`config.mk`:
```
export PLATFORM = sky130hd
export DESIGN_NAME = bus_control_unit
export DESIGN_NICKNAME = d
export VERILOG_FILES = /design/src/rtl/bus_control_unit.sv
export SDC_FILE = /design/constraint.sdc
export NUM_CORES = 1
export LEC_CHECK = 0
export CAP_MARGIN = 10
export CELL_PAD_IN_SITES_DETAIL_PLACEMENT = 1
export CELL_PAD_IN_SITES_GLOBAL_PLACEMENT = 2
export CORE_MARGIN = 2
export CORE_UTILIZATION = 31
export DETAILED_ROUTE_END_ITERATION = 8
export PLACE_DENSITY_LB_ADDON = 0.1
export SLEW_MARGIN = 20
export SYNTH_ARGS = -nofsm -noshare
export SYNTH_HDL_FRONTEND = slang
export SYNTH_SLANG_ARGS = --single-unit
```
`constraint.sdc`:
```
create_clock -name clk -period 6.6 [get_ports clk]
set_input_delay 0.66 -clock clk [delete_from_list [all_inputs] [get_ports clk]]
set_output_delay 0.66 -clock clk [all_outputs]
set_load 0.01 [all_outputs]
```
`src/rtl/bus_control_unit.sv`:
```
// V30MZ bus control unit: instruction prefetch queue, prefetch pointer and the 16-bit bus arbiter.
// Optional BCU_PERF_COUNTERS_EN adds saturating fetch / EU / wait-state cycle counters.
//
// state    | meaning
// ---------+-------------------------------------------------
// IDLE     | bus free; EU request wins over prefetch
// FETCH    | code prefetch at {ps,0}+pfp, held until readyb=0
// EU_READ  | EU data read at eu_addr, held until readyb=0
// EU_WRITE | EU data write at eu_addr, held until readyb=0
module bus_control_unit #(
  parameter int QUEUE_DEPTH        = 8,
  parameter int PREFETCH_THRESHOLD = 2
) (
  input  logic        clk,
  input  logic        reset,
  input  logic [15:0] ps,
  input  logic        flush,
  input  logic [15:0] flush_pc,
  input  logic        q_pop,
  output logic [7:0]  q_data,
  output logic        q_valid,
  output logic [15:0] pfp,
  input  logic        eu_req,
  input  logic        eu_we,
  input  logic [19:0] eu_addr,
  input  logic [15:0] eu_wdata,
  output logic        eu_ack,
  output logic [15:0] eu_rdata,
  input  logic        readyb,
  input  logic [15:0] data_in,
  output logic [15:0] data_out,
  output logic [19:0] address_out,
  output logic [3:0]  bus_status
`ifdef BCU_PERF_COUNTERS_EN
  ,
  output logic [31:0] perf_fetch_cycles,
  output logic [31:0] perf_eu_cycles,
  output logic [31:0] perf_wait_cycles
`endif
);

  localparam int PW = $clog2(QUEUE_DEPTH);
  localparam int CW = PW + 1;
  localparam logic [CW-1:0] DEPTH_C = CW'(QUEUE_DEPTH);
  localparam logic [CW-1:0] THR_C   = CW'(PREFETCH_THRESHOLD);

  typedef enum logic [1:0] {
    IDLE     = 2'd0,
    FETCH    = 2'd1,
    EU_READ  = 2'd2,
    EU_WRITE = 2'd3
  } state_t;

  state_t          state_q, state_d;
  logic [15:0]     pfp_q, pfp_d;
  logic [PW-1:0]   rd_ptr_q, rd_ptr_d;
  logic [PW-1:0]   wr_ptr_q, wr_ptr_d;
  logic [CW-1:0]   count_q, count_d;
  logic [7:0]      mem_q [QUEUE_DEPTH];
  logic [7:0]      mem_d [QUEUE_DEPTH];
  logic            discard_q, discard_d;
  logic            eu_ack_q, eu_ack_d;
  logic [15:0]     eu_rdata_q, eu_rdata_d;

  logic [CW-1:0]   free_bytes;
  logic            prefetch_ok;
  logic            bus_done;
  logic            fetch_done;
  logic            push_en;
  logic            push_two;
  logic            pop_en;
  logic [CW-1:0]   push_n;
  logic [CW-1:0]   pop_n;
  logic [PW-1:0]   wr_ptr_nx;
  logic [19:0]     fetch_addr;

  assign free_bytes  = DEPTH_C - count_q;
  // An odd pfp fetches a single byte, so one free slot is enough.
  assign prefetch_ok = pfp_q[0] ? (free_bytes != '0) : (free_bytes >= THR_C);
  assign bus_done    = (state_q != IDLE) && !readyb;
  assign fetch_done  = (state_q == FETCH) && !readyb;
  assign push_en     = fetch_done && !discard_q && !flush;
  assign push_two    = !pfp_q[0];
  assign pop_en      = q_pop && (count_q != '0) && !flush;
  assign push_n      = push_en ? (push_two ? CW'(2) : CW'(1)) : '0;
  assign pop_n       = pop_en ? CW'(1) : '0;
  assign wr_ptr_nx   = wr_ptr_q + PW'(1);
  assign fetch_addr  = {ps, 4'h0} + {4'h0, pfp_q};

  always_comb begin
    state_d = state_q;
    unique case (state_q)
      IDLE: begin
        if (eu_req) begin
          state_d = eu_we ? EU_WRITE : EU_READ;
        end else if (prefetch_ok) begin
          state_d = FETCH;
        end
      end
      FETCH, EU_READ, EU_WRITE: begin
        if (!readyb) state_d = IDLE;
      end
      default: state_d = IDLE;
    endcase
  end

  always_comb begin
    mem_d    = mem_q;
    rd_ptr_d = rd_ptr_q;
    wr_ptr_d = wr_ptr_q;
    count_d  = count_q;
    pfp_d    = pfp_q;
    if (flush) begin
      rd_ptr_d = '0;
      wr_ptr_d = '0;
      count_d  = '0;
      pfp_d    = flush_pc;
    end else begin
      if (push_en) begin
        if (push_two) begin
          mem_d[wr_ptr_q]  = data_in[7:0];
          mem_d[wr_ptr_nx] = data_in[15:8];
          wr_ptr_d         = wr_ptr_q + PW'(2);
          pfp_d            = pfp_q + 16'd2;
        end else begin
          mem_d[wr_ptr_q]  = data_in[15:8];
          wr_ptr_d         = wr_ptr_nx;
          pfp_d            = pfp_q + 16'd1;
        end
      end
      if (pop_en) rd_ptr_d = rd_ptr_q + PW'(1);
      count_d = count_q + push_n - pop_n;
    end
  end

  // A flush during a fetch lets the bus cycle finish but drops its data.
  always_comb begin
    discard_d = 1'b0;
    if ((state_q == FETCH) && readyb) discard_d = discard_q | flush;
  end

  always_comb begin
    eu_ack_d   = bus_done && ((state_q == EU_READ) || (state_q == EU_WRITE));
    eu_rdata_d = eu_rdata_q;
    if ((state_q == EU_READ) && !readyb) eu_rdata_d = data_in;
  end

  always_ff @(posedge clk) begin
    if (reset) begin
      state_q    <= IDLE;
      pfp_q      <= '0;
      rd_ptr_q   <= '0;
      wr_ptr_q   <= '0;
      count_q    <= '0;
      discard_q  <= 1'b0;
      eu_ack_q   <= 1'b0;
      eu_rdata_q <= '0;
      for (int i = 0; i < QUEUE_DEPTH; i++) mem_q[i] <= '0;
    end else begin
      state_q    <= state_d;
      pfp_q      <= pfp_d;
      rd_ptr_q   <= rd_ptr_d;
      wr_ptr_q   <= wr_ptr_d;
      count_q    <= count_d;
      discard_q  <= discard_d;
      eu_ack_q   <= eu_ack_d;
      eu_rdata_q <= eu_rdata_d;
      mem_q      <= mem_d;
    end
  end

  always_comb begin
    bus_status  = 4'hF;
    address_out = fetch_addr;
    data_out    = '0;
    unique case (state_q)
      IDLE:     bus_status = 4'hF;
      FETCH:    bus_status = 4'b1000;
      EU_READ: begin
        bus_status  = 4'b1001;
        address_out = eu_addr;
      end
      EU_WRITE: begin
        bus_status  = 4'b1010;
        address_out = eu_addr;
        data_out    = eu_wdata;
      end
      default:  bus_status = 4'hF;
    endcase
  end

  assign q_valid  = (count_q != '0);
  assign q_data   = q_valid ? mem_q[rd_ptr_q] : 8'h00;
  assign pfp      = pfp_q;
  assign eu_ack   = eu_ack_q;
  assign eu_rdata = eu_rdata_q;

`ifdef BCU_PERF_COUNTERS_EN
  logic [31:0] perf_fetch_q, perf_fetch_d;
  logic [31:0] perf_eu_q, perf_eu_d;
  logic [31:0] perf_wait_q, perf_wait_d;

  function automatic logic [31:0] sat_inc(input logic [31:0] v, input logic en);
    return (en && (v != 32'hFFFF_FFFF)) ? v + 32'd1 : v;
  endfunction

  always_comb begin
    perf_fetch_d = sat_inc(perf_fetch_q, state_q == FETCH);
    perf_eu_d    = sat_inc(perf_eu_q, (state_q == EU_READ) || (state_q == EU_WRITE));
    perf_wait_d  = sat_inc(perf_wait_q, (state_q != IDLE) && readyb);
  end

  always_ff @(posedge clk) begin
    if (reset) begin
      perf_fetch_q <= '0;
      perf_eu_q    <= '0;
      perf_wait_q  <= '0;
    end else begin
      perf_fetch_q <= perf_fetch_d;
      perf_eu_q    <= perf_eu_d;
      perf_wait_q  <= perf_wait_d;
    end
  end

  assign perf_fetch_cycles = perf_fetch_q;
  assign perf_eu_cycles    = perf_eu_q;
  assign perf_wait_cycles  = perf_wait_q;
`endif

endmodule

```
==> results.yml <==
clock_network:
  cts_buffers: 9
  post-cts-setup-buffers: 0
  cts.sinks: 110
  htreeDepth: 3
  cts-root-buf: "clkbuf_16"
  worstSkewPairLatency_ns: 0.37
  postCtsHoldBufs: 0
  clk_pin_slew_ns: 0.08
  clk_path_buf_depth: 2
  cts_tree: "built"
  post_cts_resized: 0
detailed_routing:
  drtIter0Drc: 474
  dr_total_vias: 7288
  totalWireLength_um: 26600
  first_pass_iters: 5
  vias_per_cell: 5.36
  drc: 0
  ant_nets: 0
  post_drt_wl_per_cell_um: 19.6
finish:
  fin_area_sq_um: 9500
  drive_above_1_share_pct: 7.60
  area_growth_pct: 28.9
  n_antenna_cell: 0
  nets: 1159
  final-instance-count-excl-fill: 1359
yosys:
  ys_ff_latch: 110
  synthTopCellsByCount: "nor2_1, nand2_1, dfxtp_1"
  async_flop_share_pct: 0
  synth_cell_types: 71
  synth-edff-count: 0
  syn-cell-area_sq_um: 7370
  synthFlopType: "dfxtp_1"
  syn_area_per_cell_sq_um: 7.96
  syn-num-nets: 1050
  netlist.area_leader.share_pct: 29.9
  synth_top_cell_by_area: "dfxtp_1"
  ys_warn_count: 0
  synthTopCellsByArea: "dfxtp_1, nor2_1, nand2_1, ha_1, mux4_2"
  synthCells: 926
  synth.most_common_cell: "nor2_1"
  ys_seq_area_share_pct: 29.9
grt:
  grt_usage_pct: 21.3
  gr-total-overflow: 0
  grt_max_degree: 57
  grt_antenna_before_repair: 0
  grt_pass1_wl_um: 41200
  grt_pass1_vias: 7031
timing:
  period_minus_slack_ns: 4.13
  fin_skew_ns: 0.0126
  fmax_ghz: 0.242
  hold_violations: 0
  fin_setup_tns_ns: 0
  post-route-period-util_pct: 62.6
  setup_slack_ns: 2.47
  rsz0062_at_grt: "false"
  slew_headroom_pct: 33.4
  finalSetupViolCount: 0
  slew_viol_final: 0
  worstMarginPinSlew_ns: 0.998
placed_design:
  hpwl_um: 19700
  portBuffers: 171
  dp.cells: 1343
  placed_cell_area_sq_um: 9160
  gp_congestion: 0.833
  place_ws_ns: 2.49
job:
  maxCapViolCount: 0
worst_setup_path:
  critPathMaxFanout: 4
  path_class: "input port to output port"
  cp-end-kind: "output port"
  required_ns: 5.94
  startpoint_type: "input port"
  worstReg2RegStart: "wr_ptr_q[0]"
  worst_ep_arrival_time_ns: 3.47
  crit_start: "ps[0]"
hold_path:
  hold_path_startpoint: "eu_rdata[3]"
  hp-class: "register to register"
power:
  power.density_nw_per_um2: 202
  ir_drop_mv: 0.107
  p_int_mw: 1.31
  switching_share_pct: 31.5
  seqPwrFrac_pct: 37.2
  p_comb_share_pct: 29.5
  leakagePower_nw: 3.20
  clkPwrFrac_pct: 33.3
  switchingPower_mw: 0.605
floorplan:
  die_h_um: 158
  fp.dieW_um: 158
  start_util_pct: 31.5
  core_sq_um: 23400
  row_count: 56
  pin_count: 173
  die-area_sq_um: 25000
outcome:
  status: "finished, final reports clean"
## sequential cells by signal, indices dropped and copies added, names as in the netlist
register,count
mem_q,64
eu_rdata,16
pfp,16
count_q,4
rd_ptr_q,3
wr_ptr_q,3
state_q,2
discard_q,1
eu_ack,1
## final cells by class
| class | instances | area [sq um] |
|---|---|---|
| multi-input combinational | 713 | 4710 |
| inverter | 22 | 82.6 |
| sequential | 110 | 2200 |
| fill | 2827 | 13900 |
| clock buffer | 10 | 239 |
| tap | 319 | 399 |
| timing repair buffer | 179 | 1770 |
| clock inverter | 6 | 101 |
## final timing paths
path,to,slack [ns],cells past startpoint
setup / recovery,address_out[16],2.47,9
hold / removal,eu_rdata[3],0.46,2
setup reg to reg,mem_q[13],3.48,6
hold reg to reg,eu_rdata[3],0.46,2
## per-layer routing
layer | wire length (um) | up-vias | GRT usage, %
met4 | 150 | 0 | 2.96
met1 | 13400 | 3486 | 31.9
met5 | 0 | - | 0
met2 | 11400 | 225 | 31.8
li1 | - | 3563 | -
met3 | 1660 | 14 | 4.49
## power groups by stage
stage / Clock [mW] / Sequential, mW / Combinational, mW
floorplan: 0 / 0.727 / 0.311
global placement: 0 / 0.729 / 0.568
detailed placement: 0 / 0.730 / 0.570
CTS: 0.655 / 0.715 / 0.574
global route: 0.678 / 0.719 / 0.624
finish: 0.638 / 0.714 / 0.566
## metrics by stage
step | util (%) | power, mW | hold slack, ns
floorplan | - | 1.04 | 0.472
global placement | 39.1 | 1.30 | 0.442
detailed placement | 39.1 | 1.30 | 0.448
CTS | 40.6 | 1.94 | 0.458
global route | 40.6 | 2.02 | 0.480
finish | 40.6 | 1.92 | 0.456
## logic make-up after synthesis
logic type	synth area share (%)
AOI/OAI and AO/OA	23.0
DFF	29.9
xor gates and xnor gates	3.06
muxes	6.38
other	0.0509
adders and majority gates	5.81
buffers and inverters	6.35
and+or+nand+nor	25.5
## critical path, stage by stage
cell and delay (ns):
clkdlybuf4s50_1 0.41, ha_1 0.23, fa_1 0.42, a21oi_1 0.24, o211ai_1 0.26, a41oi_1 0.35, a21oi_1 0.12, o31ai_1 0.21
clkdlybuf4s50_1 0.57
## cell usage in the layout (no fill, tap or decap), types with 29 or more instances in the layout
cell type,synthesis,routed
a211oi_1,34,34
a21oi_1,45,45
a22oi_1,32,32
clkdlybuf4s50_1,0,170
dfxtp_1,110,109
ha_1,31,31
nand2_1,118,118
nor2_1,124,123
o22ai_1,29,29
Note: power is estimated with default switching activity, not from simulation.
